$ cat config.mk
export PLATFORM = sky130hd
export DESIGN_NAME = axi_req_fifo
export DESIGN_NICKNAME = d
export VERILOG_FILES = /design/src/rtl/axi_req_fifo.sv
export SDC_FILE = /design/constraint.sdc
export NUM_CORES = 1
export LEC_CHECK = 0
export ABC_CLOCK_PERIOD_IN_PS = 10870
export CAP_MARGIN = 20
export CORE_ASPECT_RATIO = 0.6
export CORE_MARGIN = 10
export CORE_UTILIZATION = 37
export DETAILED_ROUTE_END_ITERATION = 10
export GPL_TIMING_DRIVEN = 0
export PLACE_DENSITY = 0.58
export SLEW_MARGIN = 25
export SYNTH_ARGS = -nofsm -noshare
export SYNTH_HDL_FRONTEND = slang
export SYNTH_SLANG_ARGS = --single-unit
$ cat constraint.sdc
create_clock -name clk -period 10.87 [get_ports clk]
set_input_delay 1.087 -clock clk [delete_from_list [all_inputs] [get_ports clk]]
set_output_delay 1.087 -clock clk [all_outputs]
set_load 0.05 [all_outputs]
$ cat src/rtl/axi_req_fifo.sv
// AXI AR/AW request FIFO with first-word fall-through and an optional output register stage (PIPE_OUT).
// Define AXI_REQ_FIFO_HWM_EN to add the hwm high-water-mark output.
module axi_req_fifo #(
  parameter  int ADDR_WIDTH   = 32,
  parameter  int ID_WIDTH     = 4,
  parameter  int DEPTH        = 8,
  parameter  int AFULL_THRESH = DEPTH - 2,
  parameter  int PIPE_OUT     = 0,
  localparam int CAP          = DEPTH + PIPE_OUT,
  localparam int CW           = $clog2(CAP + 1)
) (
  input  logic                  clk,
  input  logic                  rst,
  input  logic                  flush,
  input  logic [ADDR_WIDTH-1:0] push_addr,
  input  logic [ID_WIDTH-1:0]   push_id,
  input  logic [1:0]            push_burst,
  input  logic [2:0]            push_size,
  input  logic [7:0]            push_len,
  input  logic                  push_valid,
  output logic                  push_ready,
  output logic [ADDR_WIDTH-1:0] pop_addr,
  output logic [ID_WIDTH-1:0]   pop_id,
  output logic [1:0]            pop_burst,
  output logic [2:0]            pop_size,
  output logic [7:0]            pop_len,
  output logic                  pop_valid,
  input  logic                  pop_ready,
  output logic [CW-1:0]         count,
  output logic                  full,
  output logic                  empty,
  output logic                  almost_full
`ifdef AXI_REQ_FIFO_HWM_EN
  ,
  output logic [CW-1:0]         hwm
`endif
);

  localparam int AW = $clog2(DEPTH);
  localparam int DW = ADDR_WIDTH + ID_WIDTH + 13;
  localparam logic [CW-1:0] CAP_C   = CW'(CAP);
  localparam logic [CW-1:0] AFULL_C = CW'(AFULL_THRESH);

  logic [DW-1:0] r_mem [DEPTH];
  logic [AW-1:0] r_wr_ptr;
  logic [AW-1:0] r_rd_ptr;
  logic [CW-1:0] r_count;
  logic [CW-1:0] w_count_nxt;
  logic [DW-1:0] w_push_data;
  logic [DW-1:0] w_pop_data;
  logic          w_push;
  logic          w_pop;
  logic          w_mem_rd;
  logic          w_pop_valid;

  assign w_push_data = {push_addr, push_id, push_burst, push_size, push_len};
  assign push_ready  = !full && !flush && !rst;
  assign w_push      = push_valid && push_ready;
  assign w_pop       = w_pop_valid && pop_ready;

  // NOTE: combinational blocks use blocking '=' and assign a default first so no latch is inferred.
  always_comb begin
    w_count_nxt = r_count;
    if (flush) begin
      w_count_nxt = '0;
    end else begin
      case ({w_push, w_pop})
        2'b10:   w_count_nxt = r_count + 1'b1;
        2'b01:   w_count_nxt = r_count - 1'b1;
        default: w_count_nxt = r_count;
      endcase
    end
  end

  // Pointers wrap naturally because DEPTH is a power of two.
  always_ff @(posedge clk or posedge rst) begin
    if (rst) begin
      r_wr_ptr <= '0;
      r_rd_ptr <= '0;
      r_count  <= '0;
    end else if (flush) begin
      r_wr_ptr <= '0;
      r_rd_ptr <= '0;
      r_count  <= '0;
    end else begin
      if (w_push)   r_wr_ptr <= r_wr_ptr + 1'b1;
      if (w_mem_rd) r_rd_ptr <= r_rd_ptr + 1'b1;
      r_count <= w_count_nxt;
    end
  end

  // NOTE: the storage array has no reset; validity is tracked solely by count and pointers.
  always_ff @(posedge clk) begin
    if (w_push) r_mem[r_wr_ptr] <= w_push_data;
  end

  if (PIPE_OUT != 0) begin : g_pipe
    logic          r_out_valid;
    logic [DW-1:0] r_out_data;
    logic          w_mem_has;

    // Memory holds count minus the output-stage entry.
    assign w_mem_has = (r_count != CW'(r_out_valid));
    assign w_mem_rd  = w_mem_has && (!r_out_valid || w_pop);

    always_ff @(posedge clk or posedge rst) begin
      if (rst) begin
        r_out_valid <= 1'b0;
        r_out_data  <= '0;
      end else if (flush) begin
        r_out_valid <= 1'b0;
      end else if (w_mem_rd) begin
        r_out_valid <= 1'b1;
        r_out_data  <= r_mem[r_rd_ptr];
      end else if (w_pop) begin
        r_out_valid <= 1'b0;
      end
    end

    assign w_pop_valid = r_out_valid;
    assign w_pop_data  = r_out_data;
  end else begin : g_comb
    assign w_mem_rd    = w_pop;
    assign w_pop_valid = (r_count != '0);
    assign w_pop_data  = r_mem[r_rd_ptr];
  end

  assign pop_valid = w_pop_valid;
  assign {pop_addr, pop_id, pop_burst, pop_size, pop_len} = w_pop_data;
  assign count       = r_count;
  assign full        = (r_count == CAP_C);
  assign empty       = (r_count == '0);
  assign almost_full = (r_count >= AFULL_C);

`ifdef AXI_REQ_FIFO_HWM_EN
  logic [CW-1:0] r_hwm;

  always_ff @(posedge clk or posedge rst) begin
    if (rst) begin
      r_hwm <= '0;
    end else if (flush) begin
      r_hwm <= '0;
    end else if (w_count_nxt > r_hwm) begin
      r_hwm <= w_count_nxt;
    end
  end

  assign hwm = r_hwm;
`endif

endmodule

---- Yosys cells after proc, flatten, opt, wreduce, memory -nomap -nowiden ----
Memory sizes are Yosys's and may differ from the RTL's.
Index checks and enable logic that the tools add are counted.
storage, ports and cells
  bits in registers ....................... 10
  bits in latches ......................... 0
  bits in writable memories ............... 392
  ROM bits ................................ 0
  output and inout port bits .............. 58
  memories kept ........................... 1
memory list
  name   depth  bits a word  rd ports  clocked after memory_dff  wr ports  RTL line  source
  r_mem  8      49           1         0                         1         44        logic [DW-1:0] r_mem [DEPTH];
cells by class
  $add $sub $neg .......................... 4
  $mul .................................... 0
  div/mod/pow operators ................... 0
  magnitude comparators ................... 1
  eq/ne operators ......................... 3
  shift-type cells ........................ 0
  mux-type cells .......................... 8
  bitwise logic cells ..................... 0
  reduce and logical (&&, ||, !) cells .... 12
operators with widths
  operator               number
  $mux W3                4
  $pmux W4 S2            1
  $add A3 B1 Y3 const B  2
  $add A4 B1 Y4 const B  1
  $eq A4 B4 Y1 const B   1
  $ge A4 B3 Y1 const B   1
  $logic_and A1 B1 Y1    4
  $logic_not A4 Y1       1
  $mux W4                1
  $reduce_bool A2 Y1     2
  $reduce_bool A4 Y1     1
  $sub A4 B1 Y4 const B  1
  $logic_not A1 Y1       3
  $reduce_bool A3 Y1     1
  $eq A2 B1 Y1 const B   1
  $eq A2 B2 Y1 const B   1
  $mux W1                2

---- Longest topological paths before layout ----
  depth in word-level cells ............... 8
  mapped depth ............................ 8
  mapped depth without buffers ............ 7

---- Worst setup path after synthesis ----
No wires, ideal clock.
  path type ............................... flip-flop to flip-flop
  from .................................... register r_count[0] (netlist: count[0])
  to ...................................... memory r_mem[5][0] (netlist bit), enable pin
  library setup time ...................... 516 ps
  arrival time ............................ 6254 ps
  slack ................................... 4100 ps
  stages on the path, launching flop included .. 7
  path buffers ............................ 1
  clock period less this slack ............ 6770 ps
  cells stage by stage .................... dfrtp_1 or4b_1 buf_2 inv_1 nor3_1 nand2_1 nor3_1
on the way
  longest elaborated chain between the ends .. 7
ends and longest elaborated chain
  element                           RTL line  source
  from (decl)                       47        logic [CW-1:0] r_count;
  from (signal assigned)            88        r_count <= w_count_nxt;
  $eq A4 B4 Y1                      131       assign full = (r_count == CAP_C);
  net full                          30        output logic full,
  $logic_not A1 Y1                  57        assign push_ready = !full && !flush && !rst;
  $logic_and A1 B1 Y1 (2 in a row)  57
  net push_ready                    21        output logic push_ready,
  $logic_and A1 B1 Y1               58        assign w_push = push_valid && push_ready;
  $mux W1                           94        if (w_push) r_mem[r_wr_ptr] <= w_push_data;
  $mux W1 (not written as such)     94
  to (decl)                         44
The timed path passes the listed nets, and every way through them passes these cells.

---- Worst setup path in the final report ----
  from .................................... register r_rd_ptr[1]
  to ...................................... output pop_addr[29]
on the way
  longest elaborated chain between the ends .. 1
ends and longest elaborated chain
  element                 RTL line  source
  from (decl)             46        logic [AW-1:0] r_rd_ptr;
  from (signal assigned)  87        if (w_mem_rd) r_rd_ptr <= r_rd_ptr + 1'b1;
  $mem_v2 Z8 W49          n/a
  to (decl)               22        output logic [ADDR_WIDTH-1:0] pop_addr,
Every way passes these cells.

==> summary.txt <==
Min path
  – Hold Path Class: register to register

Layout
  – Antenna cells: 0
  – Share of cells above drive strength 1: 0.303
  – Area Overhead vs Synth: 23.0%
  – Most common cell after layout, fill and taps aside: edfxtp_1
  – Most frequent cells in the layout: edfxtp_1, clkdlybuf4s50_1, mux4_2, mux2_2, clkbuf_16
  – Fillers: 3382
  – Layout net count: 900

Die
  – IO Pins: ~110
  – Die width: 283 um
  – Die H: roughly 180 um
  – Area of the die: ~0.050 mm^2
  – Site Rows: 57
  – Core footprint: just over 0.04 mm^2
  – Initial Utilization: 0.377

Global routing
  – GRT Total Usage: 0.134
  – Grt total ovfl: 0
  – First-pass GRT wire length: about 50000 um
  – Initial antenna violation count: 1
  – Pin count of the biggest net entering global routing: 19
  – Vias in the first global route: approximately 7800

Timing
  – Fin. max-slew vios: 0
  – Tcrit/Tclk final: 0.439
  – Max Freq: 210 MHz
  – Final Hold Violating Endpoints: 0
  – Final setup viols: 0
  – Setup TNS: 0 ns
  – RSZ-0062 raised after global routing: no
  – Rel. slew slack: 0.293
  – Fin crit period: about 4.8 ns
  – Setup Skew: roughly 0.024 ns
  – Hold slack: about 0.65 ns
  – Slew @ Worst Pin: 1.05 ns

Power
  – Flop pwr share: 0.436
  – PwrDens: 211 mW/mm^2
  – P_int: between 2 and 3 mW
  – NetSw: 1.14 mW
  – Combinational power share: 0.250
  – Clk pwr share: 0.314
  – Switching Share: 0.286
  – VDD IR max: approximately 0.11 mV
  – Static Leak: around 5.9 nW

Flow run
  – Maxcap violations: 0

Setup path
  – Crit-path max cell delay: roughly 0.7 ns
  – Top Family by Delay on Critical Path: buffers and inverters
  – CP dominant cell by count: clkbuf_1
  – WS Path Type: register to primary output
  – CP required: between 9 and 10 ns
  – Startpoint Class: register
  – CP arrival: ~3.7 ns
  – CP cell instances: clkbuf_1 > clkbuf_1 > buf_2 > mux4_2 > mux2_2 > clkdlybuf4s50_1
  – CP Capture Type: primary output
  – Worst-path maximum fanout: 10
  – Worst path buffer plus inverter count: 4
  – CP max stage cell: clkdlybuf4s50_1

Routing
  – Pre-Repair DR Iteration Count: 4
  – Routed wire length: roughly 33000 um
  – Routed WL per cell: ~23 um
  – Via count: 7073
  – Remaining antenna violation count after routing: 0
  – Remaining DRCs: 0
  – DRT iter0 DRCs: around 640
  – Vias per cell: between 4 and 5

CTS
  – TritonCTS clock tree: built
  – Cts hold-fix bufs: 0
  – Clock H-tree levels: 2
  – Clock tree buffer depth: 3
  – Number of setup buffers added after CTS: 0
  – Worst skew pair latency: ~0.53 ns
  – TritonCTS buffer count: 38
  – CTS sink cnt: ~400
  – Worst-path clk slew: 0.06 ns
  – Post-CTS Resized: 0
  – CTS root buffer: clkbuf_16

Placed design
  – Port Buf Inserts: about 110
  – Detailed placement HPWL: between 20000 and 25000 um
  – RePlAce Congestion: around 0.71

Logic synthesis
  – Cell type with the largest total area after synthesis: edfxtp_1
  – Synth top area share: 0.766
  – Register area share after synthesis: 0.783
  – Ys Warns: 0
  – Post-Synthesis Cells: 648
  – Synthesized Nets: 707
  – Mapped Avg Cell Area: 23.7 um^2
  – Post-Synthesis Cell Area: about 0.015 mm^2
  – #FFs+latches synth: around 400
  – Yosys cell types: 33
  – Synth area leaders: edfxtp_1, mux4_2, mux2_2

Run status
  – Outcome: finished, final reports clean
[power groups by stage]
stage,Clock [mW],Combinational [mW],Sequential [mW]
floorplan,0,0.681,1.79
global placement,0,1.01,1.78
detailed placement,0,1.01,1.77
CTS,1.29,1.02,1.74
global route,1.36,1.06,1.74
finish,1.25,0.998,1.74
[sequential cells by signal (all words and copies together), names as in the netlist]
signal	cells
count	4
r_mem	392
r_rd_ptr	3
r_wr_ptr	3
[synth_stat cells, drive strengths merged]
master and number:
edfxtp 392, mux4 98, mux2 49, clkbuf 17, buf 14, dfrtp 10
nand2 9, nor2 8, nor3 7, a21oi 6, nand3 5, ha 4
inv 3, nor3b 3, o21ai 3, xor2 3, or4b 2, xnor2 2
a211oi 1, a21o 1, and3 1, fa 1, mux2i 1, nand2b 1
nand3b 1, o311ai 1, o41a 1, o41ai 1, or2b 1, or3b 1
or4 1
[layout make-up]
| cell class | instances | area, um^2 | area share |
|---|---|---|---|
| Tap cell | 560 | 701 | 0.0371 |
| Timing Repair Buffer | 153 | 1640 | 0.0867 |
| Buffer | 31 | 134 | 0.00708 |
| Inverter | 3 | 11.3 | 0.000596 |
| Clock inverter | 16 | 128 | 0.00675 |
| Multi-Input combinational cell | 212 | 3240 | 0.172 |
| Sequential cell | 402 | 12000 | 0.636 |
| Clock buffer | 51 | 1020 | 0.0540 |
[metal layers]
layer / vias up / routed length, um / share of wire / GRT usage
met2: 143 / 15800 / 0.47 / 0.215
met3: 43 / 1520 / 0.045 / 0.0285
met4: 2 / 427 / 0.013 / 0.0278
met1: 3744 / 15700 / 0.47 / 0.186
li1: 3141 / - / - / -
met5: - / 13 / 0.00039 / 0
[worst paths after layout]
| kind | endpoint | cells past startpoint | slack, ns | from |
|---|---|---|---|---|
| worst max-delay path | pop_addr[29] | 6 | 6.10 | r_rd_ptr[1] |
| worst min-delay path | r_wr_ptr[0] | 2 | 0.65 | r_wr_ptr[0] |
| worst max register to register | r_mem[2][17] | 11 | 7.51 | count[0] |
| worst min register to register | r_wr_ptr[0] | 2 | 0.65 | r_wr_ptr[0] |
| max in group asynchronous | r_wr_ptr[2] | 2 | 9.67 | rst |
| min in group asynchronous | r_rd_ptr[2] | 2 | 0.89 | rst |
[per-stage QoR]
stage	total power [mW]	cells	utilization	setup slack [ns]	instance area, um^2
global route	4.17	1428	0.464	5.92	18900
CTS	4.05	1428	0.464	6.01	18900
global placement	2.78	1319	0.422	0.816	17200
floorplan	2.47	648	-	4.10	15400
finish	3.99	1428	0.464	6.10	18900
detailed placement	2.79	1361	0.436	6.60	17700
[cell families (layout without fill, tap and decap cells)]
| group | count (synthesis) | in the layout | share of synthesized area |
|---|---|---|---|
| simple gates | 40 | 40 | 0.0137 |
| fa+ha+maj | 5 | 5 | 0.00456 |
| flops | 402 | 402 | 0.783 |
| mux | 148 | 148 | 0.180 |
| buf+inv | 34 | 254 | 0.00937 |
| compound gates | 14 | 14 | 0.00652 |
| xor+xnor | 5 | 5 | 0.00285 |
[worst register-to-register path: cells and delay by family, from the launching register on]
kind | cells | cell delay (ns)
buffers and inverters | 7 | 1.24
DFF | 1 | 0.52
and+or+nand+nor | 4 | 1.30
Power figures use the tool's default switching activity.
